<file path="config.mk">
export PLATFORM = sky130hd
export DESIGN_NAME = dnn_infer_ctrl_flat
export DESIGN_NICKNAME = d
export VERILOG_FILES = /design/src/rtl/dnn_infer_ctrl_if.sv /design/src/rtl/dnn_infer_ctrl.sv /design/src/flat_wrapper.sv
export SDC_FILE = /design/constraint.sdc
export NUM_CORES = 1
export LEC_CHECK = 0
export BUFFER_PORTS_ARGS = -buffer_cell sky130_fd_sc_hd__buf_2
export CORE_ASPECT_RATIO = 0.6
export CORE_MARGIN = 8
export CORE_UTILIZATION = 29
export CTS_BUF_LIST = sky130_fd_sc_hd__clkbuf_16
export CTS_CLUSTER_DIAMETER = 150
export DETAILED_ROUTE_END_ITERATION = 16
export HOLD_SLACK_MARGIN = 0.05
export MAX_ROUTING_LAYER = met4
export PLACE_DENSITY = 0.51
export SLEW_MARGIN = 15
export SYNTH_ARGS = -nofsm -noshare
export SYNTH_HDL_FRONTEND = slang
export SYNTH_SLANG_ARGS = --single-unit
</file>
<file path="constraint.sdc">
create_clock -name clk -period 2.8 [get_ports clk]
set_clock_uncertainty 0.2 [all_clocks]
set_input_delay 0.14 -clock clk [delete_from_list [all_inputs] [get_ports clk]]
set_output_delay 0.14 -clock clk [all_outputs]
set_load 0.005 [all_outputs]
</file>
<file path="src/rtl/dnn_infer_ctrl_if.sv">
// Request/result handshake plus engine control bundle for the inference sequencer.
// master = sequencer side, slave = requester/engine side.
interface dnn_infer_ctrl_if #(
    parameter int unsigned DATA_WIDTH = 16
);
    logic                  req_valid;
    logic                  req_ready;
    logic                  res_valid;
    logic                  res_ready;
    logic [3:0]            res_digit;
    logic [DATA_WIDTH-1:0] res_score;
    logic                  res_err;
    logic                  eng_reset;
    logic                  eng_start;
    logic                  eng_done;
    logic [3:0]            eng_out_idx;
    logic [DATA_WIDTH-1:0] eng_out;

    modport master (
        input  req_valid, res_ready, eng_done, eng_out,
        output req_ready, res_valid, res_digit, res_score, res_err,
        output eng_reset, eng_start, eng_out_idx
    );

    modport slave (
        output req_valid, res_ready, eng_done, eng_out,
        input  req_ready, res_valid, res_digit, res_score, res_err,
        input  eng_reset, eng_start, eng_out_idx
    );
endinterface

</file>
<file path="src/rtl/dnn_infer_ctrl.sv">
// Sequencer around the sigmoid inference engine: clear, start, wait with timeout,
// argmax-scan the output neurons and hand back digit/score over valid/ready.
module dnn_infer_ctrl #(
    parameter int unsigned DATA_WIDTH  = 16,
    parameter int unsigned NUM_CLASSES = 10,
    parameter int unsigned TIMEOUT_CYC = 1048576
) (
    input logic                clk,
    input logic                rst,
    dnn_infer_ctrl_if.master   bus
);
    localparam int unsigned TmoW = $clog2(TIMEOUT_CYC + 1);
    localparam logic [TmoW-1:0] TmoLast = TmoW'(TIMEOUT_CYC - 1);
    localparam logic [3:0] IdxLast = 4'(NUM_CLASSES - 1);
    localparam logic signed [DATA_WIDTH-1:0] MostNeg = {1'b1, {(DATA_WIDTH-1){1'b0}}};

    typedef enum logic [2:0] {StIdle, StClr, StStart, StWait, StScan, StResult} state_e;

    state_e                       state_q, state_d;
    logic [TmoW-1:0]              tmo_q, tmo_d;
    logic [3:0]                   idx_q, idx_d;
    logic [3:0]                   best_idx_q, best_idx_d;
    logic signed [DATA_WIDTH-1:0] best_q, best_d;
    logic [3:0]                   digit_q, digit_d;
    logic signed [DATA_WIDTH-1:0] score_q, score_d;
    logic                         err_q, err_d;

    logic                         req_rdy, res_vld, eng_rst, eng_go;
    logic [3:0]                   out_idx;
    logic signed [DATA_WIDTH-1:0] eng_out_s;

    assign eng_out_s = signed'(bus.eng_out);

    always_ff @(posedge clk) begin
        if (!rst) begin
            state_q    <= StIdle;
            tmo_q      <= '0;
            idx_q      <= '0;
            best_idx_q <= '0;
            best_q     <= '0;
            digit_q    <= '0;
            score_q    <= '0;
            err_q      <= 1'b0;
        end else begin
            state_q    <= state_d;
            tmo_q      <= tmo_d;
            idx_q      <= idx_d;
            best_idx_q <= best_idx_d;
            best_q     <= best_d;
            digit_q    <= digit_d;
            score_q    <= score_d;
            err_q      <= err_d;
        end
    end

    always_comb begin
        state_d    = state_q;
        tmo_d      = tmo_q;
        idx_d      = idx_q;
        best_idx_d = best_idx_q;
        best_d     = best_q;
        digit_d    = digit_q;
        score_d    = score_q;
        err_d      = err_q;
        req_rdy    = 1'b0;
        res_vld    = 1'b0;
        eng_rst    = 1'b0;
        eng_go     = 1'b0;
        out_idx    = '0;

        unique case (state_q)
            StIdle: begin
                // Held low while rst is asserted so no request slips in during reset.
                req_rdy = rst;
                if (bus.req_valid && rst) state_d = StClr;
            end
            StClr: begin
                eng_rst = 1'b1;
                state_d = StStart;
            end
            StStart: begin
                eng_go  = 1'b1;
                tmo_d   = '0;
                state_d = StWait;
            end
            StWait: begin
                // Done has priority over the final timeout cycle.
                if (bus.eng_done) begin
                    state_d    = StScan;
                    idx_d      = '0;
                    best_d     = MostNeg;
                    best_idx_d = '0;
                end else if (tmo_q == TmoLast) begin
                    state_d = StResult;
                    err_d   = 1'b1;
                    digit_d = 4'hF;
                    score_d = '0;
                end else begin
                    tmo_d = tmo_q + TmoW'(1);
                end
            end
            StScan: begin
                out_idx = idx_q;
                if (eng_out_s > best_q) begin
                    best_d     = eng_out_s;
                    best_idx_d = idx_q;
                end
                idx_d = idx_q + 4'd1;
                if (idx_q == IdxLast) begin
                    state_d = StResult;
                    digit_d = best_idx_d;
                    score_d = best_d;
                    err_d   = 1'b0;
                end
            end
            StResult: begin
                res_vld = 1'b1;
                if (bus.res_ready) state_d = StIdle;
            end
            default: state_d = StIdle;
        endcase
    end

    assign bus.req_ready   = req_rdy;
    assign bus.res_valid   = res_vld;
    assign bus.res_digit   = digit_q;
    assign bus.res_score   = score_q;
    assign bus.res_err     = err_q;
    assign bus.eng_reset   = eng_rst;
    assign bus.eng_start   = eng_go;
    assign bus.eng_out_idx = out_idx;
endmodule

</file>
<file path="src/flat_wrapper.sv">
// flat-port wrapper written by rule: the top's interface ports become plain ports
module dnn_infer_ctrl_flat 
#(
    parameter int unsigned DATA_WIDTH  = 16,
    parameter int unsigned NUM_CLASSES = 10,
    parameter int unsigned TIMEOUT_CYC = 1048576
)
  (clk, rst, bus_req_valid, bus_res_ready, bus_eng_done, bus_eng_out, bus_req_ready, bus_res_valid, bus_res_digit, bus_res_score, bus_res_err, bus_eng_reset, bus_eng_start, bus_eng_out_idx);
  dnn_infer_ctrl_if #(.DATA_WIDTH(DATA_WIDTH)) bus_i ();
  input logic clk;
  input logic rst;
  input wire logic [$bits(bus_i.req_valid)-1:0] bus_req_valid;
  input wire logic [$bits(bus_i.res_ready)-1:0] bus_res_ready;
  input wire logic [$bits(bus_i.eng_done)-1:0] bus_eng_done;
  input wire logic [$bits(bus_i.eng_out)-1:0] bus_eng_out;
  output wire logic [$bits(bus_i.req_ready)-1:0] bus_req_ready;
  output wire logic [$bits(bus_i.res_valid)-1:0] bus_res_valid;
  output wire logic [$bits(bus_i.res_digit)-1:0] bus_res_digit;
  output wire logic [$bits(bus_i.res_score)-1:0] bus_res_score;
  output wire logic [$bits(bus_i.res_err)-1:0] bus_res_err;
  output wire logic [$bits(bus_i.eng_reset)-1:0] bus_eng_reset;
  output wire logic [$bits(bus_i.eng_start)-1:0] bus_eng_start;
  output wire logic [$bits(bus_i.eng_out_idx)-1:0] bus_eng_out_idx;
  assign bus_i.req_valid = bus_req_valid;
  assign bus_i.res_ready = bus_res_ready;
  assign bus_i.eng_done = bus_eng_done;
  assign bus_i.eng_out = bus_eng_out;
  assign bus_req_ready = bus_i.req_ready;
  assign bus_res_valid = bus_i.res_valid;
  assign bus_res_digit = bus_i.res_digit;
  assign bus_res_score = bus_i.res_score;
  assign bus_res_err = bus_i.res_err;
  assign bus_eng_reset = bus_i.eng_reset;
  assign bus_eng_start = bus_i.eng_start;
  assign bus_eng_out_idx = bus_i.eng_out_idx;
  dnn_infer_ctrl #(.DATA_WIDTH(DATA_WIDTH), .NUM_CLASSES(NUM_CLASSES), .TIMEOUT_CYC(TIMEOUT_CYC)) u_core (.clk(clk), .rst(rst), .bus(bus_i));
endmodule
</file>
# Word level (Yosys, flattened, before mapping)

Cells that the tools add are included.

Shift operators: 0
Bitwise operators: 0
Divide/modulo/power cells: 0
Equality and inequality tests: 15
Multipliers: 0
Multiplexer cells: 33
Reductions and logical operators: 8
Add/subtract/negate cells: 2
Magnitude comparators: 1

Operators with widths:

| kind                  | count |
|---|---|
| $mux 16               | 5 |
| $pmux 16 s2           | 2 |
| $mux 21               | 2 |
| $pmux 21 s2           | 1 |
| $mux 4                | 6 |
| $pmux 4 s2            | 3 |
| $add 21x1->21 const B | 1 |
| $eq 21x20->1 const B  | 1 |
| $pmux 3 s6            | 1 |
| $gt 16x16->1          | 1 |
| $mux 3                | 5 |
| $ne 2x2->1 const B    | 4 |
| $reduce_and 4->1      | 2 |
| $mux 1                | 7 |
| $eq 3x2->1 const B    | 2 |
| $eq 3x3->1 const B    | 2 |
| $ne 2x1->1 const B    | 3 |
| $add 4x1->4 const B   | 1 |
| $eq 4x4->1 const B    | 1 |
| $reduce_bool 2->1     | 2 |
| $eq 3x1->1 const B    | 1 |
| $logic_not 3->1       | 1 |
| $ne 3x2->1 const B    | 1 |
| $reduce_and 3->1      | 1 |
| 3 further kinds       | 3 |

Output and inout bits: 29
Logic and storage cells: 67
Bits in latches: 0
Bits of input ports: 21
Memories kept: 0
Memory bits (read-only): 0
Bits in registers: 69
Memory bits (writable): 0

# Logic depth before layout (Yosys ltp)

Word-level depth: 4
Gate-level depth with buffers: 10
Mapped depth without buffers: 8

# Worst setup path before layout

No wires, ideal clock.

Kind: register to register
Start: register u_core.best_q[13]
End: register u_core.score_q[10], in the netlist u_core.bus.res_score[10]
Cell stages (with the launch flop): 11
Arrival time: 2.196 ns
Slack: 0.275 ns
Library setup time: 0.129 ns
Data required time: 2.471 ns
Period minus slack after synthesis: 2.525 ns
Buffers on the path: 2
Path through: dfxtp_1 -> inv_1 -> ha_1 -> a21o_1 -> a2111oi_4 -> o31ai_1 -> or4_1 -> buf_4 -> buf_2 -> nand4_1 -> nand3_1

Cells in the longest elaborated chain, start to end: 4

Ends and longest elaborated chain:

| what                   | RTL line              | source |
|---|---|---|
| start, declared        | dnn_infer_ctrl.sv:23  | `logic signed [DATA_WIDTH-1:0] best_q, best_d;` |
| start signal, assigned | dnn_infer_ctrl.sv:49  | `best_q <= best_d;` |
| $gt 16x16->1           | dnn_infer_ctrl.sv:104 | `if (eng_out_s > best_q) begin` |
| $mux 16                | dnn_infer_ctrl.sv:104 |  |
| $mux 16                | dnn_infer_ctrl.sv:109 | `if (idx_q == IdxLast) begin` |
| $pmux 16 s2            | dnn_infer_ctrl.sv:71  | `unique case (state_q)` |
| end signal, assigned   | dnn_infer_ctrl.sv:51  | `score_q <= score_d;` |
| end, declared          | dnn_infer_ctrl.sv:25  | `logic signed [DATA_WIDTH-1:0] score_q, score_d;` |

Every way passes these cells. The select of a mux whose other input is x is not followed.
A chain may end at the register's enable or synchronous reset.

# Worst setup path in the final report

Start: input port bus_eng_out[15]
End: register u_core.best_q[4]

Cells in the longest elaborated chain, start to end: 3

Ends and longest elaborated chain:

| what            | RTL line              | source |
|---|---|---|
| start, declared | flat_wrapper.sv:15    | `input wire logic [$bits(bus_i.eng_out)-1:0] bus_eng_out;` |
| $gt 16x16->1    | dnn_infer_ctrl.sv:104 |  |
| $mux 16         | dnn_infer_ctrl.sv:104 |  |
| $pmux 16 s2     | dnn_infer_ctrl.sv:71  |  |

Every way passes these cells.

==> impl_metrics.csv <==
group,metric,value,unit
outcome,outcome,"completed",
run,max-cap-violations,0,
placed_design,place_area,4900,um2
logic_synthesis,ys_top_cells_by_count,"dfxtp_1 (69), nand2_1 (58), nand3_1 (56)",
worst_setup_path,end_kind,"flip-flop",
logic_synthesis,yosys_warnings,0,
pwr,p_per_area,597,nW/um2
clock_network,clock_path_buffers,2,
timing,hold_viol_final,0,
worst_setup_path,critical_path.startpoint,"bus_eng_out[15]",
floorplanning,fp.dieH,111,um
global_routing,grt_max_degree,84,
logic_synthesis,synth_cell_type_count,60,
clock_network,cts_tree,"built",
timing,rsz0062_at_grt,"yes",
logic_synthesis,synth_nets,582,
final_layout,final_cell_area,5620,um2
logic_synthesis,synth_cells,542,
final_layout,area_growth,28.8,%
logic_synthesis,seq_area_frac_synth,31.7,%
worst_setup_path,arrival,2.74,ns
pwr,p_leak,0.00217,uW
timing,whs,0.0784,ns
clock_network,clk_latency,0.34,ns
global_routing,grt_pass1_wl,24000,um
route,first_iter_violations,592,
worst_setup_path,required,2.82,ns
final_layout,finalNonFillerCells,810,
worst_setup_path,start_kind,"input port",
clock_network,cts_buffers,9,
placed_design,portBuffers,49,
route,drc,0,
timing,worst_pin_slew,0.827,ns
final_layout,fin_nets,647,
worst_setup_path,reg2reg_setup_slack,0.10,ns
logic_synthesis,avgSynthCellArea,8.04,um2
logic_synthesis,ys_ff_latch,69,
logic_synthesis,synthTopCellsByArea,"dfxtp_1 (32%), nand3_1 (6.4%), o31ai_1 (5.9%), ha_1 (5.5%), nand2_1 (5.0%)",
timing,max-slew-margin-rel,44.4,%
clock_network,clock-root-buffer,"clkbuf_16",
worst_setup_path,path_depth,12,
floorplanning,io-pin-count,50,
worst_setup_path,worstRegToRegCells,11,
clock_network,h-tree-depth,3,
timing,max_freq,367,MHz
worst_setup_path,endpoint,"u_core.best_q[4]$_SDFFE_PN0P_",
worst_setup_path,path_max_fanout,6,
floorplanning,dieWidth,174,um
worst_setup_path,reg2reg_to,"u_core.best_q[4]$_SDFFE_PN0P_",
global_routing,antenna_found_initial,1,
logic_synthesis,synth_enable_flop_cells,0,
worst_setup_path,worstSetupPathType,"input port to flip-flop",
global_routing,grt_pass1_vias,4276,
route,wl_per_cell,18.9,um
timing,setup-violations-final,0,
min_path,hold_depth,3,
worst_setup_path,crit_path_top_delay_cell,"dlygate4sd3_1",
route,vias_per_cell,5.58,
final_layout,fin_util,38.5,%
timing,maxSlewViolCount,0,
placed_design,place_hpwl,10900,um
worst_setup_path,path_delay_family,"buffers and inverters",
final_layout,nFillCells,1473,
global_routing,track_usage,15.8,%
worst_setup_path,cp_common_cell,"buf_4",
route,drt-total-wl,15300,um
logic_synthesis,yosys.area.top_type_share,31.7,%
worst_setup_path,cp_cell_sequence,"dlygate4sd3_1 > buf_2 > ha_4 > nand2_2 > buf_4 > a2111oi_4 > buf_4 > o31a_1 > nor4_4 > buf_6 > buf_8 > mux2i_2",
route,dr_total_vias,4520,
worst_setup_path,critPathMaxStageDelay,0.54,ns
floorplanning,dieArea,19300,um2
timing,finalCritPeriodShare,97.3,%
floorplanning,start_util,29.9,%
clock_network,cts_sinks,69,
worst_setup_path,r2r-start,"u_core.best_q[5]$_SDFFE_PN0P_",
min_path,hp-class,"input port to flip-flop",
route,drt-pass1-iter-count,5,
route,ant_nets,0,
logic_synthesis,async_reset_ff_share,0,%
floorplanning,placementRows,34,
placed_design,dp.cells,777,
floorplanning,core_area,14600,um2
timing,period_needed,2.73,ns
pwr,ir_drop,0.309,mV
worst_setup_path,cp_num_buf_inv,6,
logic_synthesis,syn_area,4360,um2
global_routing,overflow,0,
final_layout,layout-drive-gt1-share,20.5,%
logic_synthesis,ys.flop_type,"dfxtp_1",
clock_network,path_clk_slew,0.06,ns
logic_synthesis,synth_most_common_cell,"dfxtp_1",
placed_design,routabilityCongestion,0.919,
logic_synthesis,synth_top_cell_by_area,"dfxtp_1",
-- layout make-up --
type | instances | area [um2] | area share (%)
flip-flops and latches | 69 | 1380 | 24.6
multi-input cells | 409 | 2880 | 51.3
repair buffers | 96 | 708 | 12.6
clock inverters | 6 | 88.8 | 1.58
diodes | 1 | 2.50 | 0.0446
inverters | 22 | 82.6 | 1.47
well taps | 198 | 248 | 4.41
clock buffers | 9 | 225 | 4.01
-- power breakdown --
| group | internal [uW] | total [uW] | switching, uW |
|---|---|---|---|
| clock network | 775 | 1240 | 464 |
| logic | 379 | 1020 | 642 |
| registers | 1040 | 1090 | 51.9 |
| total | 2190 | 3350 | 1160 |
-- sequential cells by signal, indices dropped and copies added (netlist names) --
signal,count
u_core.bus.res_err,1
u_core.idx_q,4
u_core.best_q,16
u_core.state_q,3
u_core.bus.res_score,16
u_core.tmo_q,21
u_core.best_idx_q,4
u_core.bus.res_digit,4
-- placed cells by master (no fill, tap or decap), types with 5 or more instances in the layout --
master / netlist / layout
dlygate4sd3_1: 0 / 14
nor4_1: 18 / 17
and2_1: 8 / 8
nor3_1: 17 / 17
o31ai_1: 34 / 34
nand2_1: 58 / 57
clkbuf_16: 0 / 9
mux2i_1: 21 / 20
buf_4: 4 / 27
nand4_1: 21 / 21
a21oi_1: 9 / 8
a211oi_1: 19 / 19
inv_1: 21 / 19
nand3_1: 56 / 54
nor2_1: 33 / 33
ha_4: 0 / 7
o211ai_1: 6 / 6
o21ai_0: 12 / 12
xor2_1: 15 / 15
buf_2: 9 / 44
dfxtp_1: 69 / 68
and3_1: 8 / 8
ha_1: 19 / 11
o2111ai_1: 5 / 5
-- timing repair --
action	4_1_cts	5_1_grt
resized for setup	3	37
endpoints found under the setup margin	1	32
pin swaps	0	4
hold buffers	18	0
hold endpoints to repair	26	0
cloned	0	2
buffers inserted	0	2
-- worst min path at each step --
stage / start / end / slack [ns]
floorplan: bus_eng_out[14] / u_core.best_q[14]$_SDFFE_PN0P_ / 0.08
global placement: bus_eng_out[0] / u_core.best_q[0]$_SDFFE_PN0P_ / 0.21
detailed placement: bus_eng_out[0] / u_core.best_q[0]$_SDFFE_PN0P_ / 0.22
CTS: bus_eng_out[13] / u_core.bus.res_score[13]$_SDFFE_PN0P_ / 0.08
global route: bus_eng_out[5] / u_core.best_q[5]$_SDFFE_PN0P_ / 0.09
finish: bus_eng_out[5] / u_core.best_q[5]$_SDFFE_PN0P_ / 0.08
-- worst register-to-register path, stage by stage, from the launching register on --
cell and delay, ns:
dfxtp_1 0.32, inv_1 0.08, ha_4 0.28, nand4_1 0.16, nor4_4 0.34, a21boi_4 0.28, buf_6 0.14, nor4_4 0.06
nor4_4 0.24, buf_6 0.17, buf_8 0.15, mux2i_2 0.22
-- logic make-up (layout without fill, tap and decap cells) --
kind of cell | Yosys count | count (layout) | share of synthesized area (%)
other | 0 | 1 | 0
xor gates and xnor gates | 19 | 19 | 3.82
DFF | 69 | 69 | 31.7
buffers and inverters | 64 | 133 | 6.49
and+or+nand+nor | 244 | 244 | 29.6
muxes | 21 | 21 | 4.82
adders and majority gates | 19 | 19 | 5.45
AOI/OAI and AO/OA | 106 | 106 | 18.1
-- routing by layer --
metal / vias up / part of all wire, % / global-route usage, %
met5: - / 0 / -
met2: 178 / 38 / 19.8
met3: 20 / 9.0 / 5.82
met1: 2168 / 52 / 22.9
met4: 0 / 1.1 / 3.57
li1: 2154 / - / -
-- per-stage QoR --
step / total power, uW / setup TNS (ns) / worst slack, ns
after floorplan: 1690 / 0 / 0.275
after global placement: 1990 / 0 / 0.126
after detailed placement: 1990 / -0.00146 / -0.00146
after CTS: 3260 / 0 / 0.00807
after global routing: 3520 / -0.251 / -0.0495
final: 3350 / 0 / 0.0745
Note: power is estimated with default switching activity, not from simulation.
